[config.mk]
export PLATFORM = sky130hd
export DESIGN_NAME = hazard_ctrl
export DESIGN_NICKNAME = d
export VERILOG_FILES = /design/src/rtl/hazard_ctrl.sv
export SDC_FILE = /design/constraint.sdc
export NUM_CORES = 1
export LEC_CHECK = 0
export BUFFER_PORTS_ARGS = -buffer_cell sky130_fd_sc_hd__buf_2
export CORE_ASPECT_RATIO = 1.75
export CORE_UTILIZATION = 30
export CTS_CLUSTER_DIAMETER = 80
export DETAILED_ROUTE_END_ITERATION = 7
export PLACE_DENSITY = 0.52
export SETUP_SLACK_MARGIN = 0.15
export SLEW_MARGIN = 20
export SYNTH_ARGS = -nofsm -noshare
export SYNTH_HDL_FRONTEND = slang
export SYNTH_SLANG_ARGS = --single-unit
[constraint.sdc]
create_clock -name clk -period 4.8 [get_ports clk]
set_clock_uncertainty 0.05 [all_clocks]
set_input_delay 0.48 -clock clk [delete_from_list [all_inputs] [get_ports clk]]
set_output_delay 0.48 -clock clk [all_outputs]
set_load 0.02 [all_outputs]
[src/rtl/hazard_ctrl.sv]
// rtl/hazard_ctrl.sv - pipeline hazard controller: stalls, flushes, memory wait, halt
module hazard_ctrl (
  input  logic        clk,
  input  logic        rst,
  input  logic [4:0]  id_rs,
  input  logic [4:0]  id_rt,
  input  logic        id_use_rs,
  input  logic        id_use_rt,
  input  logic        ex_memtoreg,
  input  logic [4:0]  ex_wbregnum,
  input  logic        ex_busy,
  input  logic        ex_branch_taken,
  input  logic        mem_req,
  input  logic        mem_ready,
  input  logic        mem_syscall_halt,
  input  logic        go,
  output logic        pc_en,
  output logic        ifid_en,
  output logic        idex_en,
  output logic        exmem_en,
  output logic        memwb_en,
  output logic        ifid_clr,
  output logic        idex_clr,
  output logic        exmem_clr,
  output logic        memwb_clr,
  output logic        exmem_bb,
  output logic        halted,
  output logic        mem_timeout,
  output logic [31:0] stall_cnt,
  output logic [31:0] flush_cnt
);

  typedef enum logic [1:0] {S_RUN, S_MEMWAIT, S_HALT} state_t;

  state_t      state_q, state_d;
  logic [7:0]  wait_cnt_q, wait_cnt_d;
  logic        timeout_q, timeout_d;
  logic [31:0] stall_q, stall_d;
  logic [31:0] flush_q, flush_d;

  logic load_use;
  logic mem_wait;

  // Load in EX whose destination is a register the ID instruction actually reads
  assign load_use = ex_memtoreg && (ex_wbregnum != 5'd0) &&
                    ((id_use_rs && (id_rs == ex_wbregnum)) ||
                     (id_use_rt && (id_rt == ex_wbregnum)));

  // In MEMWAIT only mem_ready matters: the access is already outstanding
  assign mem_wait = ((state_q == S_RUN) && mem_req && !mem_ready) ||
                    ((state_q == S_MEMWAIT) && !mem_ready);

  // Stage controls by event priority, plus next-state for FSM and counters
  always_comb begin
    pc_en      = 1'b1;
    ifid_en    = 1'b1;
    idex_en    = 1'b1;
    exmem_en   = 1'b1;
    memwb_en   = 1'b1;
    ifid_clr   = 1'b0;
    idex_clr   = 1'b0;
    exmem_clr  = 1'b0;
    memwb_clr  = 1'b0;
    exmem_bb   = 1'b0;
    state_d    = state_q;
    wait_cnt_d = wait_cnt_q;
    timeout_d  = timeout_q;
    stall_d    = stall_q;
    flush_d    = flush_q;

    if (state_q == S_HALT) begin
      {pc_en, ifid_en, idex_en, exmem_en, memwb_en} = 5'b00000;
      if (go) state_d = S_RUN;
    end else if (mem_wait) begin
      {pc_en, ifid_en, idex_en, exmem_en, memwb_en} = 5'b00000;
      stall_d = stall_q + 32'd1;
      if (wait_cnt_q == 8'd254) begin
        state_d    = S_HALT;
        timeout_d  = 1'b1;
        wait_cnt_d = 8'd0;
      end else begin
        state_d    = S_MEMWAIT;
        wait_cnt_d = wait_cnt_q + 8'd1;
      end
    end else begin
      // RUN, or the MEMWAIT cycle in which memory completes
      state_d    = S_RUN;
      wait_cnt_d = 8'd0;
      if (mem_syscall_halt) begin
        {pc_en, ifid_en, idex_en, exmem_en} = 4'b0000;
        state_d = S_HALT;
      end else if (ex_busy) begin
        {pc_en, ifid_en, idex_en, exmem_en} = 4'b0000;
        exmem_bb = 1'b1;
        stall_d  = stall_q + 32'd1;
      end else if (ex_branch_taken) begin
        ifid_en  = 1'b0;
        idex_en  = 1'b0;
        ifid_clr = 1'b1;
        idex_clr = 1'b1;
        flush_d  = flush_q + 32'd1;
      end else if (load_use) begin
        pc_en    = 1'b0;
        ifid_en  = 1'b0;
        idex_en  = 1'b0;
        idex_clr = 1'b1;
        stall_d  = stall_q + 32'd1;
      end
    end

    // Reset holds every stage register cleared and frozen
    if (rst) begin
      {pc_en, ifid_en, idex_en, exmem_en, memwb_en} = 5'b00000;
      {ifid_clr, idex_clr, exmem_clr, memwb_clr}    = 4'b1111;
      exmem_bb = 1'b0;
    end
  end

  // FSM state, wait counter, sticky timeout and event counters
  always_ff @(posedge clk or posedge rst) begin
    if (rst) begin
      state_q    <= S_RUN;
      wait_cnt_q <= 8'd0;
      timeout_q  <= 1'b0;
      stall_q    <= 32'd0;
      flush_q    <= 32'd0;
    end else begin
      state_q    <= state_d;
      wait_cnt_q <= wait_cnt_d;
      timeout_q  <= timeout_d;
      stall_q    <= stall_d;
      flush_q    <= flush_d;
    end
  end

  assign halted      = (state_q == S_HALT);
  assign mem_timeout = timeout_q;
  assign stall_cnt   = stall_q;
  assign flush_cnt   = flush_q;

endmodule

## Word level (Yosys, flattened, before mapping)

Index checks and enable logic that the tools add are counted.

- Register bits: 75
- Bits of input ports: 26
- Output and inout bits: 76

- Add/subtract/negate cells: 3
- Equal/unequal tests: 8
- Mux-type cells: 52
- Bitwise logic cells: 4
- Reductions and logical operators: 16

Operators with widths:

| cell | count |
|---|---|
| $mux 32 | 5 |
| $add 32x1->32 const B | 2 |
| $mux 1 | 40 |
| $mux 8 | 2 |
| $eq 5x5->1 | 2 |
| $mux 2 | 5 |
| $add 8x1->8 const B | 1 |
| $eq 8x8->1 const B | 1 |
| $logic_and 1x1->1 | 7 |
| $reduce_and 5->1 | 1 |
| $reduce_bool 5->1 | 1 |
| $not 1->1 | 4 |
| $reduce_and 4->1 | 1 |
| $ne 3x2->1 const B | 1 |
| $reduce_and 3->1 | 1 |
| $reduce_bool 3->1 | 1 |
| $eq 2x1->1 const B | 1 |
| $eq 2x2->1 const B | 1 |
| $logic_not 2->1 | 1 |
| $logic_or 1x1->1 | 2 |
| $ne 2x1->1 const B | 1 |
| $ne 2x2->1 const B | 1 |
| $logic_not 1->1 | 1 |

## Depth between registers and ports, before layout

- Depth after elaboration: 11
- Mapped depth: 8

## Least setup slack after synthesis

No wires, ideal clock.

- Path kind: input to output
- Start point: input port rst
- End point: output port ifid_clr
- Arrival: 2.824 ns
- Required time: 4.270 ns
- Slack: 1.446 ns
- Stages on the path: 2
- Cells stage by stage: inv_1 > o21ai_0

- Word-level cells in the longest chain between the ends: 1

RTL lines:

| element | line | source |
|---|---|---|
| start: declaration | 4 | `input logic rst,` |
| $mux 1 | 112 | `if (rst) begin` |
| end: declaration | 22 | `output logic ifid_clr,` |

No other way between the ends.

## Final worst setup path

- Start point: register state_q[0]
- End point: output port pc_en

- Word-level cells in the longest chain between the ends: 7
- Elaborated cells between the ends (all ways): 10

RTL lines:

| element | line | source |
|---|---|---|
| start: declaration | 35 | `state_t state_q, state_d;` |
| start signal: assignment | 128 | `state_q <= state_d;` |
| $logic_not 2->1 | 50 | `assign mem_wait = ((state_q == S_RUN) && mem_req && !mem_ready) \|\|` |
| $logic_and 1x1->1 (2 in a row) | 50 |  |
| $logic_or 1x1->1 | 50 |  |
| $mux 1 | 74 | `end else if (mem_wait) begin` |
| $mux 1 (*) | 71 | `if (state_q == S_HALT) begin` |
| $mux 1 (*) | 112 |  |
| end: declaration | 17 | `output logic pc_en,` |

Mark *: on every way between the ends. The rest lies on a longest branch, timed or not.

==> qor.txt <==
Layout cell share with drive strength beyond 1 - 29.4%
DRT Pass-1 Iters - 6
CTS Sinks - 75
Clock Tree Root - clkbuf_16
CTS tree - yes
Hold path start - go
Number of global-route vias before repair - 2947
CTS Buffer Depth - 2
Cell variety after synth - 47
Iter 0 DRT Violations - 66
Sequential cell area fraction in the yosys report - 49.3%
FF-to-FF Start - state_q[1]
Status - finished, violations left
Max incr delay on CP - 0.41 ns
Setup TNS - 0 ns
Via density per instance - 4.64
EDFF count, synth - 0
FILL cells - 1284
RSZ-0062 raised after global routing - no
Tmin final - 2.77 ns
Min-Delay Endpoint - state_q[1]
WHS Path Cells - 2
Rel. slew slack - 39.4%
Io pins - 102
Setup Buffers After CTS - 0
Post_cts resized - 0
Crit path max fanout - 4
Fmax - 0.361 GHz
First-pass GRT wire length - 14200 µm
H-tree level count - 3
Dpl ws - 2.12 ns
Hold Fails Final Rpt - 0
Sum of buffers and inverters on the critical path - 1
Placed cells - 622
Total nets after synthesis - 393
Port Buffers - 101
Leakage power total - 2.27 nW
Crit-path cells - or2_4, and2_1, or3_1, nor3_1, a21boi_0, buf_2
Syn avg cell area - 10.5 µm²
Tot GR Track Use - 13.8%
Top_reg_cell synth - dfrtp_1
Pin count of the biggest net entering global routing - 76
Ys Warns - 0
Worst setup margin - 2.03 ns
TritonCTS buffer count - 9
Yosys reg bits - 75
Max-slew violation count - 0
Drt wl/cell - 13.5 µm
Initial core utilization - 30.6%
Power, Total - 1.83 mW
Worst-Skew Late Latency - 0.33 ns
Post-DP HPWL - 6340 µm
Post-route DRC violation count - 1
Violated checks - DRC
Setup Viol. Count Final - 0
Ant. Diodes - 0
Core ar. - 12400 µm²
Max_cap viols - 0
Final net count - 495
Initial antenna violation count - 0
Rows - 54
Routed Antenna Nets - 0
CP startpoint kind - register
Clk slew on worst S/H paths - 0.06 ns
Die Wd - 87.2 µm
Layout area overhead - 25.2%
VDD IR max - 0.185 mV
GR Overflow Total - 0
Worst-Margin Slew - 0.908 ns
Die area - 13200 µm²
Post-Layout Cell Count - 637
Kind of critical path - reg -> out
Critical path arrival - 2.24 ns
FF-to-FF setup slack - 2.42 ns
Ys async rst share - 100%
Routability cong. - 0.785
CTS Hold Bufs - 0
Reg2Reg Depth - 7
Hold slack - 0.267 ns
Die Y - 151 µm
Setup crit end kind - primary output
Top delay family on crit path - simple AND/OR/NAND/NOR gates
Post-Syn Area - 3810 µm²
Post-Syn Instances - 363
Hold Crit Class - in -> reg
Power Density - 385 nW/µm²
Slowest cell on crit path - or3_1
R2R Path End - flush_cnt[16]
Critical Path RT - 4.27 ns
Post-Route WL - 8590 µm
Period utilization - 57.7%
Via Count - 2957
==> logic make-up after synthesis <==
group | count (synthesis) | share of synthesized area (%)
xor+xnor | 73 | 16.8
fa+ha+maj | 4 | 1.31
flops | 75 | 49.3
compound gates | 25 | 4.76
simple gates | 160 | 23.9
buf+inv | 24 | 3.35
mux | 2 | 0.591
==> layout make-up <==
type                            instances  area (µm²)  area share (%)
Clock buffer                           10         229            4.80
Clock inverter                          5        78.8            1.65
Inverter                               12        45.0           0.945
Multi-Input combinational cell        264        1800            37.8
Sequential cell                        75        1880            39.4
Tap cell                              168         210            4.41
Timing Repair Buffer                  103         524            11.0
==> layer usage <==
layer  vias up  track usage [%]  routed length (µm)
li1       1450                -                   -
met1      1435             15.6                3410
met2        58             25.0                4750
met3        14             2.40                 265
met4         0             6.31                 170
met5         -                0                   0
==> power by group <==
part | internal, mW | total [mW] | switching [mW]
combinational | 0.132 | 0.364 | 0.232
clock | 0.451 | 0.705 | 0.254
sequential | 0.695 | 0.765 | 0.0697
total | 1.28 | 1.83 | 0.556
==> sequential cells by signal, indices dropped and copies added (netlist names) <==
| signal | cells |
|---|---|
| flush_cnt | 32 |
| stall_cnt | 32 |
| wait_cnt_q | 8 |
| state_q | 2 |
| mem_timeout | 1 |
==> synth_stat cells, drive strengths merged, types with 2 or more instances <==
| master | n | area share, % |
|---|---|---|
| xor2 | 34 | 7.8 |
| xnor2 | 39 | 9.0 |
| mux2 | 2 | 0.59 |
| or2 | 3 | 0.56 |
| o21ai | 11 | 1.4 |
| and4 | 6 | 1.5 |
| buf | 11 | 2.1 |
| a31oi | 2 | 0.72 |
| nor4b | 5 | 1.8 |
| nor3b | 4 | 0.79 |
| nand2 | 36 | 3.7 |
| nor2 | 27 | 2.7 |
| dfrtp | 75 | 49 |
| nor3 | 14 | 2.1 |
| o31ai | 3 | 0.59 |
| ha | 4 | 1.3 |
| nor4 | 8 | 1.3 |
| a21oi | 4 | 0.53 |
| and3 | 6 | 0.99 |
| nand3 | 23 | 3.6 |
| nand3b | 2 | 0.39 |
| nand4 | 11 | 1.8 |
| and2 | 6 | 1.1 |
| or3 | 2 | 0.33 |
| inv | 12 | 1.2 |
| nand2b | 4 | 0.66 |
==> placed cells by master (no fill, tap or decap), types with 3 or more instances in the layout <==
master | netlist | routed
nor4_1 | 8 | 8
nand3_1 | 20 | 20
o31ai_1 | 3 | 3
nor2_1 | 27 | 27
clkbuf_16 | 0 | 9
nand2b_1 | 4 | 4
buf_2 | 3 | 101
nor3_1 | 12 | 12
and4_1 | 4 | 4
and2_1 | 5 | 5
nor3b_1 | 4 | 4
nand4_1 | 11 | 11
nor4b_2 | 4 | 4
dfrtp_1 | 75 | 75
xnor2_1 | 39 | 39
o21ai_0 | 11 | 11
xor2_1 | 34 | 34
nand2_1 | 35 | 35
inv_1 | 12 | 11
a21oi_1 | 4 | 4
and3_1 | 6 | 6
ha_1 | 4 | 4
==> metrics by stage <==
step,instance area (µm²),utilization (%)
6_report,4770,38.4
5_1_grt,4770,38.4
4_1_cts,4760,38.3
3_5_place_dp,4460,35.8
3_3_place_gp,4460,35.8
2_1_floorplan,3810,-
==> worst max path at each step <==
stage | startpoint | to | cells after the start
after floorplan | rst | ifid_clr | 2
after global placement | ex_wbregnum[1] | stall_cnt[1] | 5
after detailed placement | ex_wbregnum[1] | stall_cnt[1] | 5
after CTS | state_q[0] | pc_en | 6
after global routing | state_q[0] | pc_en | 6
final | state_q[0] | pc_en | 6
Note: power is estimated with default switching activity, not from simulation.
